$ cat src/rtl/traffic_intersection_ctrl.sv
// traffic_intersection_ctrl: round-robin intersection lights with pedestrian walk and flash mode
module traffic_intersection_ctrl #(
    parameter int NUM_DIR         = 4,
    parameter int TIMER_W         = 8,
    parameter int GREEN_TICKS     = 5,
    parameter int YELLOW_TICKS    = 2,
    parameter int ALL_RED_TICKS   = 1,
    parameter int PED_GREEN_TICKS = 8,
    parameter int FLASH_TICKS     = 1,
    localparam int DIR_W          = (NUM_DIR > 1) ? $clog2(NUM_DIR) : 1
) (
    input  logic               clk,
    input  logic               reset,
    input  logic               tick_en,
    input  logic [NUM_DIR-1:0] ped_req,
    input  logic               flash_mode,
    output logic [NUM_DIR-1:0] red,
    output logic [NUM_DIR-1:0] yellow,
    output logic [NUM_DIR-1:0] green,
    output logic [NUM_DIR-1:0] walk,
    output logic [DIR_W-1:0]   active_dir,
    output logic [1:0]         phase
);
    typedef enum logic [1:0] {
        S_ALL_RED = 2'b00,
        S_GREEN   = 2'b01,
        S_YELLOW  = 2'b10,
        S_FLASH   = 2'b11
    } state_t;

    localparam int PED_MAX = (GREEN_TICKS > PED_GREEN_TICKS) ? GREEN_TICKS : PED_GREEN_TICKS;
    localparam logic [TIMER_W-1:0] AR_LAST = TIMER_W'(ALL_RED_TICKS - 1);
    localparam logic [TIMER_W-1:0] G_LAST  = TIMER_W'(GREEN_TICKS - 1);
    localparam logic [TIMER_W-1:0] PG_LAST = TIMER_W'(PED_MAX - 1);
    localparam logic [TIMER_W-1:0] Y_LAST  = TIMER_W'(YELLOW_TICKS - 1);
    localparam logic [TIMER_W-1:0] F_LAST  = TIMER_W'(FLASH_TICKS - 1);
    localparam logic [DIR_W-1:0]   D_LAST  = DIR_W'(NUM_DIR - 1);

    state_t               state_q, state_d;
    logic [TIMER_W-1:0]   timer_q, timer_d;
    logic [DIR_W-1:0]     dir_q, dir_d;
    logic [NUM_DIR-1:0]   pend_q, pend_d;
    logic                 walk_q, walk_d;
    logic                 flash_on_q, flash_on_d;
    logic [TIMER_W-1:0]   last;
    logic                 at_end;
    logic [NUM_DIR-1:0]   sel;

    // state register; reset discards pending requests immediately
    always_ff @(posedge clk or posedge reset) begin
        if (reset) begin
            state_q    <= S_ALL_RED;
            timer_q    <= '0;
            dir_q      <= '0;
            pend_q     <= '0;
            walk_q     <= 1'b0;
            flash_on_q <= 1'b0;
        end else begin
            state_q    <= state_d;
            timer_q    <= timer_d;
            dir_q      <= dir_d;
            pend_q     <= pend_d;
            walk_q     <= walk_d;
            flash_on_q <= flash_on_d;
        end
    end

    // next-state: phase timing, rotation, request latching and flash override
    always_comb begin
        state_d    = state_q;
        timer_d    = timer_q;
        dir_d      = dir_q;
        pend_d     = pend_q;
        walk_d     = walk_q;
        flash_on_d = flash_on_q;
        last       = (state_q == S_ALL_RED) ? AR_LAST :
                     (state_q == S_GREEN)   ? (walk_q ? PG_LAST : G_LAST) :
                     (state_q == S_YELLOW)  ? Y_LAST : F_LAST;
        at_end     = (timer_q == last);
        if (state_q == S_FLASH) begin
            if (!flash_mode) begin
                state_d = S_ALL_RED;
                timer_d = '0;
            end else if (tick_en) begin
                timer_d    = at_end ? '0 : timer_q + 1'b1;
                flash_on_d = at_end ? ~flash_on_q : flash_on_q;
            end
        end else if (flash_mode) begin
            state_d    = S_FLASH;
            timer_d    = '0;
            flash_on_d = 1'b1;
            pend_d     = pend_q | ped_req;
        end else begin
            pend_d = pend_q | ped_req;
            if (tick_en) begin
                timer_d = at_end ? '0 : timer_q + 1'b1;
                if (at_end) begin
                    if (state_q == S_ALL_RED) begin
                        state_d       = S_GREEN;
                        walk_d        = pend_d[dir_q];
                        pend_d[dir_q] = 1'b0;
                    end else if (state_q == S_GREEN) begin
                        state_d = S_YELLOW;
                    end else begin
                        state_d = S_ALL_RED;
                        dir_d   = (dir_q == D_LAST) ? '0 : dir_q + 1'b1;
                    end
                end
            end
        end
    end

    assign sel        = NUM_DIR'(1) << dir_q;
    assign red        = (state_q == S_ALL_RED) ? '1 :
                        (state_q == S_FLASH)   ? '0 : ~sel;
    assign yellow     = (state_q == S_YELLOW) ? sel :
                        (state_q == S_FLASH)  ? {NUM_DIR{flash_on_q}} : '0;
    assign green      = (state_q == S_GREEN) ? sel : '0;
    assign walk       = (state_q == S_GREEN && walk_q) ? sel : '0;
    assign active_dir = dir_q;
    assign phase      = state_q;
endmodule

$ cat config.mk
export PLATFORM = sky130hd
export DESIGN_NAME = traffic_intersection_ctrl
export DESIGN_NICKNAME = d
export VERILOG_FILES = /design/src/rtl/traffic_intersection_ctrl.sv
export SDC_FILE = /design/constraint.sdc
export NUM_CORES = 1
export LEC_CHECK = 0
export CORE_UTILIZATION = 30
export CTS_CLUSTER_SIZE = 30
export DETAILED_ROUTE_END_ITERATION = 7
export DONT_BUFFER_PORTS = 1
export PLACE_DENSITY = 0.56
export SYNTH_ARGS = -nofsm -noshare
export SYNTH_HDL_FRONTEND = slang
export SYNTH_SLANG_ARGS = --single-unit
$ cat constraint.sdc
create_clock -name clk -period 2.28 [get_ports clk]
set_clock_uncertainty 0.1 [all_clocks]
set_input_delay 0.684 -clock clk [delete_from_list [all_inputs] [get_ports clk]]
set_output_delay 0.684 -clock clk [all_outputs]
set_load 0.1 [all_outputs]
**Yosys cells after proc, flatten, opt, wreduce, memory -nomap -nowiden**

Index checks and enable logic that the tools add are counted.
W data, S select, Z words.

- Bits in registers: 18
- Bits in latches: 0
- RAM bits: 0
- Memory bits (read-only): 0
- Output and inout bits: 20
- Memories kept: 0

- Add/sub/neg operators: 2
- Multiply operators: 0
- Div/mod/pow operators: 0
- Magnitude comparators: 2
- Equal/unequal tests: 8
- Shifts and indexed selects: 1
- Mux-type cells: 36
- Bitwise operators: 9
- Reduce and logical (&&, ||, !) cells: 9

Operators with widths:

| operator | count |
|---|---|
| $mux W4 | 10 |
| $mux W8 | 5 |
| $mux W2 | 9 |
| $add A8 B1 Y8 const B | 1 |
| $eq A8 B3 Y1 | 1 |
| $mux W1 | 8 |
| $not A4 Y4 | 2 |
| $eq A2 B2 Y1 const B | 3 |
| $mux W3 | 2 |
| $ne A2 B2 Y1 const B | 3 |
| $reduce_and A3 Y1 | 2 |
| $reduce_and A6 Y1 | 1 |
| $reduce_bool A3 Y1 | 2 |
| $not A1 Y1 | 5 |
| $reduce_and A5 Y1 | 1 |
| $and A4 B4 Y4 | 1 |
| $or A4 B4 Y4 | 1 |
| $shl A1 B2 Y4 const A | 1 |
| $lt A2 B3 Y1 const B | 1 |
| $add A2 B1 Y2 const B | 1 |
| $bmux W1 S2 | 1 |
| $demux W1 S2 | 1 |
| $eq A2 B1 Y1 const B | 1 |
| $ge A2 B1 Y1 const B | 1 |
| other kinds (2) | 3 |

**Logic depth before layout (Yosys ltp)**

- Depth after elaboration: 10
- Mapped depth: 6
- Gate-level depth less buffers: 5

**Worst setup path after synthesis**

OpenSTA, ideal clock, no wires.

- Path kind: register -> output
- Start point: register dir_q[0] (netlist: active_dir[0])
- End point: output yellow[3]
- Data arrival time: 3,620 ps
- Setup slack: -2,124 ps
- Cell stages (with the launch flop): 4
- Buffers on the path: 0
- Cell sequence: dfrtp_1 > ha_1 > nand2b_1 > a21boi_0

- Cells in the longest elaborated chain, start to end: 2

RTL lines:

| element | line | RTL |
|---|---|---|
| from (decl) | 41 | `logic [DIR_W-1:0] dir_q, dir_d;` |
| from (signal assigned) | 61 | `dir_q <= dir_d;` |
| $shl A1 B2 Y4 | 113 | `assign sel = NUM_DIR'(1) << dir_q;` |
| $mux W4 | 116 | `assign yellow = (state_q == S_YELLOW) ? sel :` |
| to (decl) | 18 | `output logic [NUM_DIR-1:0] yellow,` |

No other way between the ends.

**Worst setup path after layout**

- Start point: register dir_q[0] (netlist: active_dir[0])
- End point: output yellow[0]

Same word-level chain as after synthesis.

==> metrics.txt <==
outcome=finished, final reports clean; Design Area, Final=1900 sq um; latest clock arrival within the worst-skew pair=0.25 ns; Post-layout nets=164; DP Wirelength=2.18 mm; mux contribution to synthesized area=0.0317; Final period util=0.987; Ports=28; area delta synth->final=66.5%; Die W=63.7 um; Post-Synth Simple-Gate Area=0.232; Syn Std Cell Area=1140 sq um; Antenna diodes=0; DR WL/cell=14.6 um; crit path time final=2.25 ns; Core Util, Final=0.520; # DRC=0; die height=63.7 um; GRT overflow=0; worst-margin pin slew=0.701 ns; endpoint class of the critical path=output port; post-DR vias/cell=5.04; Reg clk slew, reported paths=0.07 ns; post-synthesis register bit count=18; Hold Crit Class=input pin to asynchronous set/reset pin; max-cap viol count=0; crit path from=active_dir[0]$_DFFE_PP0P_; Max-Slew Margin vs Limit=0.532; CP Max Fanout=5; drt total wl=2.90 mm; Final setup viols=0; Synth Area in Compound Gates=0.177; post-synthesis adder-cell area fraction=0.0547; Vias=998; most frequent cells in the layout=16 x buf_4, 14 x dfrtp_1, 13 x buf_12, 10 x nor2_1, 8 x a21oi_1; CTS Buf Count=3; ANT nets after route=0; TritonCTS clock tree=built; register area share after synthesis=0.394; leakage=0.779 nW; Post-Syn Instances=119; max frequency=445 MHz; Rows=22; Required @ worst endpoint=1.50 ns; arrival time worst endpoint=1.47 ns; largest family of logic cells by synthesized area=simple AND/OR/NAND/NOR gates; Die ar.=4060 sq um; H-tree levels=1; layout cells sized above 1=0.520; Synth Area per Inst=9.61 sq um; port buffer count=0; Yosys cell types=34; commonest non-fill, non-tap cell in the layout=buf_4; final-report hold violation count=0; first-pass GRT wire length=5.03 mm; Total Routing Usage GR=0.157; critical path class=flop to output port; Final Max Slew Viols=0; initial antenna violation count=0; routability congestion estimate=0.721; XOR/XNOR share of the synthesized area=0.0842; root buffer cell=clkbuf_8; Area after DPL=1680 sq um; initial core utilization=0.312; vias in the first global route=1,074; Core Area=3660 sq um; Synth warnings=0; Pre-antenna DRT Iters=4; RSZ-0062 raised after global routing=true; CP startpoint kind=flop; clock tree buffer depth=2; R2R Path Start=phase[0]$_DFFE_PP0P_; peak supply drop=0.000478 V; syn_nets=132; Iteration-0 DRC Markers=29; Power Density=1420 nW/um^2; CTS sink count=18; largest net degree at the start of global routing=19
-- critical path: stages (launching register included) --
cell and delay [ns]:
dfrtp_4 0.53, inv_6 0.10, ha_4 0.19, nand2b_4 0.06, a21boi_4 0.15, buf_12 0.19
-- worst paths after layout --
path                                        endpoint  cells past startpoint  slack (ns)
max                                        yellow[0]                      5        0.03
min                             timer_q[4]$_DFF_PP0_                      1        0.33
max reg2reg                active_dir[1]$_DFFE_PP0P_                      6        0.11
min reg2reg                    pend_q[3]$_DFFE_PP0N_                      2        0.44
max in group asynchronous       phase[1]$_DFFE_PP0P_                      1        1.23
min in group clk                phase[1]$_DFFE_PP0P_                      1        0.44
-- through the flow --
step | std cells | hold slack, ns | setup TNS, ns | setup slack [ns] | total power (W)
6_report | 198 | 0.331 | 0 | 0.0308 | 0.00270
5_1_grt | 198 | 0.384 | -0.0409 | -0.0147 | 0.00283
4_1_cts | 195 | 0.355 | -0.00375 | -0.00375 | 0.00267
3_5_place_dp | 183 | 0.415 | -0.0663 | -0.0663 | 0.00227
3_3_place_gp | 183 | 0.410 | -0.0531 | -0.0531 | 0.00224
2_1_floorplan | 119 | 0.383 | -1.40 | -0.171 | 0.00179
-- registers in the layout, indices dropped and copies added (netlist names) --
| signal | count |
|---|---|
| active_dir | 2 |
| flash_on_q | 1 |
| pend_q | 4 |
| phase | 2 |
| timer_q | 8 |
| walk_q | 1 |
-- timing repair --
item | in CTS | in global routing
hold buffers | 0 | 0
resized for setup | 10 | 8
endpoints found under the setup margin | 14 | 17
setup buffers | 8 | 3
pin swaps | 3 | 10
hold endpoints to repair | 0 | 0
-- where the power goes --
part | total, W | internal [W] | leakage, nW | switching (W)
clock network | 0.000251 | 0.000153 | 0.0288 | 0.0000983
logic | 0.00196 | 0.000737 | 0.540 | 0.00122
registers | 0.000494 | 0.000388 | 0.211 | 0.000106
total | 0.00270 | 0.00128 | 0.779 | 0.00142
-- cell families after synthesis --
| logic type | after synthesis |
|---|---|
| flops | 18 |
| xor+xnor | 11 |
| compound gates | 28 |
| buf+inv | 8 |
| mux | 3 |
| simple gates | 46 |
| fa+ha+maj | 5 |
-- layout make-up --
type	count	area, sq um
Tap cell	48	60.1
Sequential cell	18	465
Timing Repair Buffer	32	418
Fill cell	319	1760
Multi-Input combinational cell	93	887
Clock buffer	4	55.1
Inverter	3	18.8
-- cell usage after synthesis --
library cell | instances | area (sq um)
o22a_2 | 1 | 10.0
nand2b_1 | 5 | 31.3
a21boi_0 | 6 | 45.0
or4b_1 | 1 | 10.0
nand3_1 | 2 | 10.0
nor3b_1 | 2 | 15.0
mux2i_1 | 1 | 10.0
a211o_2 | 1 | 10.0
o2111ai_4 | 1 | 26.3
o31ai_1 | 3 | 22.5
xor2_1 | 6 | 52.6
mux2_1 | 1 | 11.3
mux2_4 | 1 | 15.0
nor3_2 | 2 | 20.0
and2_1 | 5 | 31.3
a21o_1 | 1 | 7.51
o21bai_1 | 1 | 7.51
inv_1 | 3 | 11.3
nor2b_1 | 2 | 12.5
nand2_1 | 6 | 22.5
xnor2_1 | 5 | 43.8
ha_1 | 5 | 62.6
and3_1 | 4 | 25.0
o311ai_0 | 1 | 8.76
nand3b_1 | 1 | 7.51
or3_1 | 2 | 12.5
nor2_1 | 10 | 37.5
o21ai_0 | 2 | 10.0
a21oi_1 | 11 | 55.1
or2_2 | 1 | 6.26
or3_4 | 1 | 11.3
dfrtp_1 | 18 | 450
nand4_1 | 2 | 12.5
clkbuf_1 | 5 | 18.8
-- metal layers --
layer | vias to the layer above | global-route usage | wire, um
met2 | 27 | 0.302 | 1570
met4 | 0 | 0.0511 | 25
li1 | 478 | - | -
met3 | 4 | 0.0286 | 105
met5 | - | 0 | 0
met1 | 489 | 0.170 | 1190
Power figures use the tool's default switching activity.
